**src/rtl/imem_loader_if.sv**
```systemverilog
// Byte-stream input and instruction-memory write bus of the boot loader.
// The master side is the loader: it consumes the byte stream and drives
// the memory write port. The slave side is the surrounding system.
interface imem_loader_if #(
  parameter int AddressWidth = 10
);
  logic                    byte_valid;
  logic [7:0]              byte_data;
  logic                    byte_ready;
  logic                    imem_wr_en;
  logic [AddressWidth-1:0] imem_wr_addr;
  logic [31:0]             imem_wr_data;

  modport master (
    input  byte_valid,
    input  byte_data,
    output byte_ready,
    output imem_wr_en,
    output imem_wr_addr,
    output imem_wr_data
  );

  modport slave (
    output byte_valid,
    output byte_data,
    input  byte_ready,
    input  imem_wr_en,
    input  imem_wr_addr,
    input  imem_wr_data
  );
endinterface

```
**src/rtl/imem_loader.sv**
```systemverilog
// Boot-time program loader. Takes a little-endian 16-bit word count followed
// by the program bytes, packs them into 32-bit little-endian words and writes
// them to instruction memory from address 0, holding the core in reset until
// the last word has been written.
module imem_loader #(
  parameter int AddressWidth = 10
) (
  input  logic          clk_i,
  input  logic          rst_i,
  input  logic          start_i,
  imem_loader_if.master bus,
  output logic          core_rst_o,
  output logic          busy_o,
  output logic          done_o,
  output logic          error_o
);
  localparam int          WordIdxWidth = AddressWidth - 1;
  localparam logic [15:0] Capacity     = 16'(2 ** (AddressWidth - 2));

  typedef enum logic [2:0] {
    IDLE,
    LEN_LO,
    LEN_HI,
    DATA,
    DONE,
    ERROR
  } state_e;

  state_e                  state_q, state_d;
  logic [15:0]             len_q, len_d;
  logic [1:0]              byte_idx_q, byte_idx_d;
  logic [WordIdxWidth-1:0] word_idx_q, word_idx_d;
  logic [23:0]             word_q, word_d;
  logic                    last_q, last_d;
  logic                    ready_q, ready_d;
  logic                    wr_en_q, wr_en_d;
  logic [AddressWidth-1:0] wr_addr_q, wr_addr_d;
  logic [31:0]             wr_data_q, wr_data_d;
  logic                    core_rst_q, core_rst_d;
  logic                    busy_q, busy_d;
  logic                    done_q, done_d;
  logic                    error_q, error_d;
  logic                    accept;
  logic                    session_d;
  logic [15:0]             len_full;

  assign accept   = bus.byte_valid && ready_q;
  assign len_full = {bus.byte_data, len_q[7:0]};

  // Next-state, datapath and registered-output decode.
  // NOTE: every variable gets a default at the top so no path infers a latch.
  always_comb begin
    state_d    = state_q;
    len_d      = len_q;
    byte_idx_d = byte_idx_q;
    word_idx_d = word_idx_q;
    word_d     = word_q;
    last_d     = last_q;
    wr_en_d    = 1'b0;
    wr_addr_d  = wr_addr_q;
    wr_data_d  = wr_data_q;

    case (state_q)
      IDLE, DONE, ERROR: begin
        // A new session always starts from clean counters.
        if (start_i) begin
          state_d    = LEN_LO;
          len_d      = '0;
          byte_idx_d = '0;
          word_idx_d = '0;
          word_d     = '0;
          last_d     = 1'b0;
        end
      end
      LEN_LO: begin
        if (accept) begin
          len_d[7:0] = bus.byte_data;
          state_d    = LEN_HI;
        end
      end
      LEN_HI: begin
        if (accept) begin
          len_d = len_full;
          if (len_full == 16'd0) begin
            state_d = DONE;
          end else if (len_full > Capacity) begin
            state_d = ERROR;
          end else begin
            state_d = DATA;
          end
        end
      end
      DATA: begin
        // After the last word, wait out its strobe cycle before releasing
        // the core so no write is still in flight.
        if (last_q) begin
          state_d = DONE;
        end else if (accept) begin
          byte_idx_d = byte_idx_q + 2'd1;
          case (byte_idx_q)
            2'd0: word_d[7:0]   = bus.byte_data;
            2'd1: word_d[15:8]  = bus.byte_data;
            2'd2: word_d[23:16] = bus.byte_data;
            default: begin
              wr_en_d    = 1'b1;
              wr_data_d  = {bus.byte_data, word_q};
              wr_addr_d  = {word_idx_q[AddressWidth-3:0], 2'b00};
              word_idx_d = word_idx_q + WordIdxWidth'(1);
              if (16'(word_idx_q) + 16'd1 == len_q) begin
                last_d = 1'b1;
              end
            end
          endcase
        end
      end
      default: state_d = IDLE;
    endcase

    session_d  = (state_d == LEN_LO) || (state_d == LEN_HI) || (state_d == DATA);
    ready_d    = session_d && !last_d;
    busy_d     = session_d;
    done_d     = (state_d == DONE);
    error_d    = (state_d == ERROR);
    core_rst_d = (state_d != DONE);
  end

  // State, counters and output registers; reset drops any partial word.
  // NOTE: sequential state uses non-blocking assignments so every flop
  // samples the pre-edge values of its neighbours.
  always_ff @(posedge clk_i or negedge rst_i) begin
    if (!rst_i) begin
      state_q    <= IDLE;
      len_q      <= '0;
      byte_idx_q <= '0;
      word_idx_q <= '0;
      word_q     <= '0;
      last_q     <= 1'b0;
      ready_q    <= 1'b0;
      wr_en_q    <= 1'b0;
      wr_addr_q  <= '0;
      wr_data_q  <= '0;
      core_rst_q <= 1'b1;
      busy_q     <= 1'b0;
      done_q     <= 1'b0;
      error_q    <= 1'b0;
    end else begin
      state_q    <= state_d;
      len_q      <= len_d;
      byte_idx_q <= byte_idx_d;
      word_idx_q <= word_idx_d;
      word_q     <= word_d;
      last_q     <= last_d;
      ready_q    <= ready_d;
      wr_en_q    <= wr_en_d;
      wr_addr_q  <= wr_addr_d;
      wr_data_q  <= wr_data_d;
      core_rst_q <= core_rst_d;
      busy_q     <= busy_d;
      done_q     <= done_d;
      error_q    <= error_d;
    end
  end

  assign bus.byte_ready   = ready_q;
  assign bus.imem_wr_en   = wr_en_q;
  assign bus.imem_wr_addr = wr_addr_q;
  assign bus.imem_wr_data = wr_data_q;
  assign core_rst_o       = core_rst_q;
  assign busy_o           = busy_q;
  assign done_o           = done_q;
  assign error_o          = error_q;
endmodule

```
**src/flat_wrapper.sv**
```systemverilog
// flat-port wrapper written by rule: the top's interface ports become plain ports
module imem_loader_flat 
#(
  parameter int AddressWidth = 10
)
  (clk_i, rst_i, start_i, core_rst_o, busy_o, done_o, error_o, bus_byte_valid, bus_byte_data, bus_byte_ready, bus_imem_wr_en, bus_imem_wr_addr, bus_imem_wr_data);
  imem_loader_if #(.AddressWidth(AddressWidth)) bus_i ();
  input  logic clk_i;
  input  logic rst_i;
  input  logic start_i;
  output logic core_rst_o;
  output logic busy_o;
  output logic done_o;
  output logic error_o;
  input wire logic [$bits(bus_i.byte_valid)-1:0] bus_byte_valid;
  input wire logic [$bits(bus_i.byte_data)-1:0] bus_byte_data;
  output wire logic [$bits(bus_i.byte_ready)-1:0] bus_byte_ready;
  output wire logic [$bits(bus_i.imem_wr_en)-1:0] bus_imem_wr_en;
  output wire logic [$bits(bus_i.imem_wr_addr)-1:0] bus_imem_wr_addr;
  output wire logic [$bits(bus_i.imem_wr_data)-1:0] bus_imem_wr_data;
  assign bus_i.byte_valid = bus_byte_valid;
  assign bus_i.byte_data = bus_byte_data;
  assign bus_byte_ready = bus_i.byte_ready;
  assign bus_imem_wr_en = bus_i.imem_wr_en;
  assign bus_imem_wr_addr = bus_i.imem_wr_addr;
  assign bus_imem_wr_data = bus_i.imem_wr_data;
  imem_loader #(.AddressWidth(AddressWidth)) u_core (.clk_i(clk_i), .rst_i(rst_i), .start_i(start_i), .bus(bus_i), .core_rst_o(core_rst_o), .busy_o(busy_o), .done_o(done_o), .error_o(error_o));
endmodule
```
**config.mk**
```make
export PLATFORM = sky130hd
export DESIGN_NAME = imem_loader_flat
export DESIGN_NICKNAME = d
export VERILOG_FILES = /design/src/rtl/imem_loader_if.sv /design/src/rtl/imem_loader.sv /design/src/flat_wrapper.sv
export SDC_FILE = /design/constraint.sdc
export NUM_CORES = 1
export LEC_CHECK = 0
export CAP_MARGIN = 40
export CORE_UTILIZATION = 39
export CTS_BUF_LIST = sky130_fd_sc_hd__clkbuf_8
export CTS_CLUSTER_DIAMETER = 150
export CTS_CLUSTER_SIZE = 24
export DETAILED_ROUTE_END_ITERATION = 6
export SKIP_LAST_GASP = 1
export SYNTH_ARGS = -nofsm -noshare
export SYNTH_HDL_FRONTEND = slang
export SYNTH_SLANG_ARGS = --single-unit
```
**constraint.sdc**
```tcl
create_clock -name clk_i -period 3.8 [get_ports clk_i]
set_clock_uncertainty 0.05 [all_clocks]
set_input_delay 0.38 -clock clk_i [delete_from_list [all_inputs] [get_ports clk_i]]
set_output_delay 0.38 -clock clk_i [all_outputs]
set_load 0.01 [all_outputs]
```
==> run metrics <==
Cell Area, Placed=0.005089 sq mm; Clock Latency Late Sink=0.37 ns; Final min period=2.255 ns; residual DRC count=0; crit end category=flip-flop; share of cells above drive strength 1=5.926%; Synth Area in Simple Gates=24.63%; met1 Usage GRT=26.71%; failing checks=negative hold slack; Yosys cell types=58; leak pwr=2.440 nW; Req. time, crit path=4.02 ns; busiest grt layer=met1; IO Pins=60; initial antenna violation count=0; Rel. slew slack=40.23%; post_cts resized=0; # H-tree levels=3; final cell count without fillers=680; Critical Path AT=2.48 ns; post-place setup slack=1.157 ns; final-report max-slew violation count=0; final hold violations=5; nets=552; Iter 0 DRT Violations=136; Design Area, Final=0.005278 sq mm; power density cells=582.2 mW/mm^2; Syn Inst Count=484; VDD IR max=0.3223 mV; CTS tree=yes; Syn Area/Cell=9.175 sq um; Final Wtd Congestion=0.8285; vias in the first global route=3291; Die H=108.7 um; clock slew at reported path FFs=0.10 ns; setup TNS=0 ns; Synth Area in Adders=1.409%; overall power consumption=3.073 mW; Post-synth EDFFs=0; M3 GR Usage=3.048%; maximum clock path buffer count=2; antenna fix cells=0; DR vias=3417; largest family of logic cells by synthesized area=simple AND/OR/NAND/NOR gates; flops & latches, synth=101; post-route ant nets=0; synth warn=0; Main synth FF type=dfrtp_1; Tcrit/Tclk final=59.35%; asr flop ratio synth=100.0%; xor/xnor share of the synthesized area=2.367%; met2 Use GR=26.22%; maximum fanout along the worst path=29; Vias/cell=5.025; area of the die=0.01182 sq mm; Mapped Area=0.004441 sq mm; Clock Sinks=101; Startpoint Class=flip-flop; largest net degree at the start of global routing=58; CTS buffer count=9; 1st-pass router iterations=4; dpl hpwl=6718 um; FP Rows=38; post-layout util=48.05%; multiplexer share of the synthesized area=0.2254%; Synth Area in Compound Gates=10.76%; placed insts=664; root buf cell=clkbuf_8; worst min-delay path category=in -> async; die width=108.7 um; core area=0.01098 sq mm; total gr overflow=0; Tot GR Track Use=18.10%; P&R area growth vs syn=18.85%; crit path kind=reg -> reg; status=finished with violations; FMAX=0.4434 GHz; worst setup margin=1.545 ns; slew at the pin closest to its max-slew limit=0.8906 ns; post-synthesis sequential area ratio=56.95%; Initial Utilization=40.43%; cts-stage hold buffer count=0; max-cap violations=0; worst hold margin=-0.01788 ns; Port Buf Inserts=57; Routed WL=9668 um; setup repair bufs after CTS=0; RSZ-0062 raised after global routing=no; drt wl/cell=14.22 um; final setup fails=0; first-pass GRT wire length=16420 um
-- placed cells by master (no fill, tap or decap), types with 2 or more instances in the layout --
| cell type | instances |
|---|---|
| o22ai_1 | 2 |
| o221ai_1 | 2 |
| nand2_1 | 201 |
| o31ai_1 | 2 |
| ha_1 | 5 |
| nand3_1 | 3 |
| nor3_1 | 4 |
| a21oi_1 | 4 |
| nand3b_1 | 2 |
| clkbuf_8 | 9 |
| xor2_1 | 2 |
| dfrtp_1 | 100 |
| inv_6 | 4 |
| clkdlybuf4s50_1 | 56 |
| nor3b_1 | 2 |
| or4_1 | 2 |
| and3_1 | 3 |
| xnor2_1 | 10 |
| a31oi_1 | 2 |
| o21ai_0 | 57 |
| nor4_1 | 5 |
| inv_1 | 3 |
| o21ai_1 | 5 |
| buf_4 | 7 |
| conb_1 | 2 |
| nand2b_1 | 2 |
| and2_1 | 2 |
| nor2_1 | 12 |
-- cell families (layout without fill, tap and decap cells) --
kind of cell / Yosys count / in the layout
compound gates: 83 / 83
simple gates: 253 / 253
other cells: 1 / 2
xor+xnor: 12 / 12
flops: 101 / 101
fa+ha+maj: 5 / 5
buf+inv: 28 / 83
mux: 1 / 1
-- synth_stat cells (4+ instances only) --
cell,count,share of area [%]
a21oi_1,4,0.45
clkbuf_1,14,1.2
dfrtp_1,100,56
ha_1,5,1.4
nand2_1,201,17
nor2_1,12,1.0
nor3_1,4,0.45
nor4_1,5,0.70
o21ai_0,57,6.4
o21ai_1,5,0.56
xnor2_1,10,2.0
-- final cells by class --
class / count / area [sq um]
multi-input cells: 356 / 1757
repair buffers: 63 / 613.1
fillers: 1061 / 5705
flip-flops and latches: 101 / 2529
clock inverters: 7 / 65.06
inverters: 4 / 15.01
clock buffers: 9 / 123.9
well taps: 140 / 175.2
-- power by group --
part	internal (mW)	switching (mW)
Combinational	0.375	0.555
Clock	0.253	0.413
Sequential	1.29	0.184
Total	1.92	1.15
-- critical path: stages, from the launching register on --
cell and delay [ns]:
dfrtp_1 0.48, nand4b_1 0.19, nor2_1 0.11, nand2_1 0.10
clkinv_1 0.60, buf_4 0.46, nand2_1 0.09, nand2_1 0.06
-- flip-flops by register name, indices dropped and copies added, names as in the netlist --
register / cells
u_core.bus.imem_wr_en: 1
u_core.done_o: 1
u_core.state_q: 3
u_core.last_q: 1
u_core.bus.imem_wr_addr: 8
u_core.bus.byte_ready: 1
u_core.bus.imem_wr_data: 32
u_core.error_o: 1
u_core.word_idx_q: 9
u_core.busy_o: 1
u_core.core_rst_o: 1
u_core.byte_idx_q: 2
u_core.len_q: 16
u_core.word_q: 24
-- final timing paths --
kind                                         from                           to  slack (ns)  cells past startpoint
worst max-delay path            u_core.state_q[0]  u_core.bus.imem_wr_data[27]        1.54                      7
worst min-delay path                        rst_i              u_core.len_q[9]       -0.02                      1
worst max register to register  u_core.state_q[0]  u_core.bus.imem_wr_data[27]        1.54                      7
worst min register to register   u_core.word_q[0]   u_core.bus.imem_wr_data[0]        0.43                      2
max in group asynchronous                   rst_i            u_core.core_rst_o        2.87                      2
min in group clk_i               u_core.word_q[0]   u_core.bus.imem_wr_data[0]        0.43                      2
-- per-layer routing --
metal	routed length [um]	vias up
met4	154	0
li1	-	1700
met5	0	-
met3	436	14
met1	4930	1627
met2	4145	76
(Power assumes the default switching activity.)
==> patch: new RTL, same settings <==
Take the reset off `wr_data_q` and load it in a clocked block of its own.
--- a/src/rtl/imem_loader.sv
+++ b/src/rtl/imem_loader.sv
@@ -138,7 +138,6 @@
       ready_q    <= 1'b0;
       wr_en_q    <= 1'b0;
       wr_addr_q  <= '0;
-      wr_data_q  <= '0;
       core_rst_q <= 1'b1;
       busy_q     <= 1'b0;
       done_q     <= 1'b0;
@@ -153,12 +152,15 @@
       ready_q    <= ready_d;
       wr_en_q    <= wr_en_d;
       wr_addr_q  <= wr_addr_d;
-      wr_data_q  <= wr_data_d;
       core_rst_q <= core_rst_d;
       busy_q     <= busy_d;
       done_q     <= done_d;
       error_q    <= error_d;
     end
+  end
+
+  always_ff @(posedge clk_i) begin
+    wr_data_q <= wr_data_d;
   end
 
   assign bus.byte_ready   = ready_q;
Formal check against the unedited RTL: differs if rst_i is asserted again (counterexample within 10 cycles, from zero or initial values and one cycle with rst_i low); with rst_i held inactive, the same outputs for 10 cycles.
==> patch against the original RTL <==
  * Global-route usage fell by 1.5 points
  * Non-clock buffer count rose by 2
  * Via count fell by 12%
  * Routed wire length fell by 8.8%
  * Cell count fell by 13%
  * Worst setup slack got worse by 88 ps
  * Area after synthesis fell by 3.7%
  * Sequential cell count did not move
  * Critical endpoint is now u_core.last_q
  * Cell area fell by 2.4%
  * Sequential share of layout area rose by 4.3 points
  * Power fell by 5.2%
==> patch: results (changes against the original RTL) <==
stage,metric,value,unit,change
synthesis,synth_commonest_cells,"91 x nand2_1, 68 x dfrtp_1, 54 x o21ai_0",,
grt,antenna_found_initial,0,,unchanged
synthesis,async_reset_ff_frac,0.683,,-0.317
clocking,clock_path_buffers,2,,unchanged
worst_setup_path,arrival,2600,ps,+120 ps
route,vias,3003,,-12%
route,wirelength,8810,um,-8.8%
synthesis,synth_edf_count,32,,+32
cells_and_area,antennaDiodeCount,0,,unchanged
pwr,power_leakage,2.09,nW,-14%
route,drtPass1Iterations,5,,+1
worst_setup_path,crit_fanout,8,,-72%
cells_and_area,drive_gt1_frac,0.0835,,+0.0243
outcome,status,"finished, final reports clean",,
grt,grt_use_total,0.166,,-0.0146
placed_design,gp_congestion,0.861,,+3.9%
synthesis,synth.distinct_cells,57,,-1.7%
worst_setup_path,slowest_stage,dfrtp_1,,
cells_and_area,layout.nets,467,,-15%
route,drt_first_iter_violations,172,,+26%
min_path,hp-class,reg -> reg,,
worst_setup_path,cp_top_family,compound AO/OA/AOI/OAI gates,,
pwr,peakVddDrop,0.284,mV,-12%
grt,grt_pass1_vias,2851,,-13%
synthesis,synth_area_leaders,"dfrtp_1 40%, edfxtp_1 22%, nand2_1 8.0%",,
clocking,cts_resized,0,,unchanged
placed_design,io_buffers,57,,unchanged
grt,grt_pass1_wl,14600,um,-11%
cells_and_area,filler_cell_count,981,,-7.5%
worst_setup_path,max_stage_delay,480,ps,-120 ps
synthesis,yosysSeqAreaShare,0.629,,+0.0593
timing,slew_headroom,0.535,,+0.133
grt,grt_max_degree,44,,-24%
placed_design,hpwl,6290,um,-6.4%
## patch: layout make-up
type,instances,area share
multi-input cells,258,0.275
clock buffers,9,0.0241
inverters,15,0.0109
repair buffers,65,0.122
well taps,136,0.0330
flip-flops and latches,101,0.522
clock inverters,7,0.0134
## patch: per-stage QoR
stage                     hold WS (ps)  total power [mW]  setup slack [ps]  instance area (sq um)  cells
after floorplan                   34.4              2.03              1270                   4280    394
after global placement             371              2.23              1290                   4920    570
after detailed placement           381              2.28              1270                   4950    574
after CTS                          404              2.94              1440                   5150    591
after global routing               414              3.11              1250                   5150    591
final                              405              2.91              1460                   5150    591
## patch: routing by layer
layer  wire length (um)  track usage  vias up
met5                  0            0        -
li1                   -            -     1465
met4                 61       0.0646        0
met3                550       0.0304        4
met1               4110        0.230     1436
met2               4090        0.260       98
## patch: what timing repair did
item | in CTS | in global routing
hold endpoints to repair | 25 | 0
buffers inserted | 0 | 0
hold buffers | 1 | 0
## patch: kinds of logic (layout without fill, tap and decap cells)
kind of cell               count (synthesis)  in the layout  synth area share
adders and majority gates                  6              6            0.0170
muxes                                      1              1           0.00234
other                                      1              2          0.000877
AOI/OAI and AO/OA                         84             84             0.114
DFF                                      101            101             0.629
buffers and inverters                     35             96            0.0415
and+or+nand+nor                          154            154             0.173
xor gates and xnor gates                  11             11            0.0225
## patch: worst paths after layout
check	to	from	depth (start not counted)	slack [ps]
max in group asynchronous	u_core.word_q[23]	rst_i	3	2210
min	u_core.bus.imem_wr_data[6]	u_core.word_q[6]	0	400
min in group asynchronous	u_core.word_idx_q[4]	rst_i	2	510
max reg2reg	u_core.last_q	u_core.word_idx_q[0]	7	1460
min reg2reg	u_core.bus.imem_wr_data[6]	u_core.word_q[6]	0	400
max	u_core.last_q	u_core.word_idx_q[0]	7	1460
## patch: power by group
group	switching, mW	total (mW)	internal [mW]	leakage (nW)
sequential	0.164	1.47	1.31	1.23
combinational	0.484	0.789	0.304	0.777
clock	0.401	0.654	0.253	0.0907
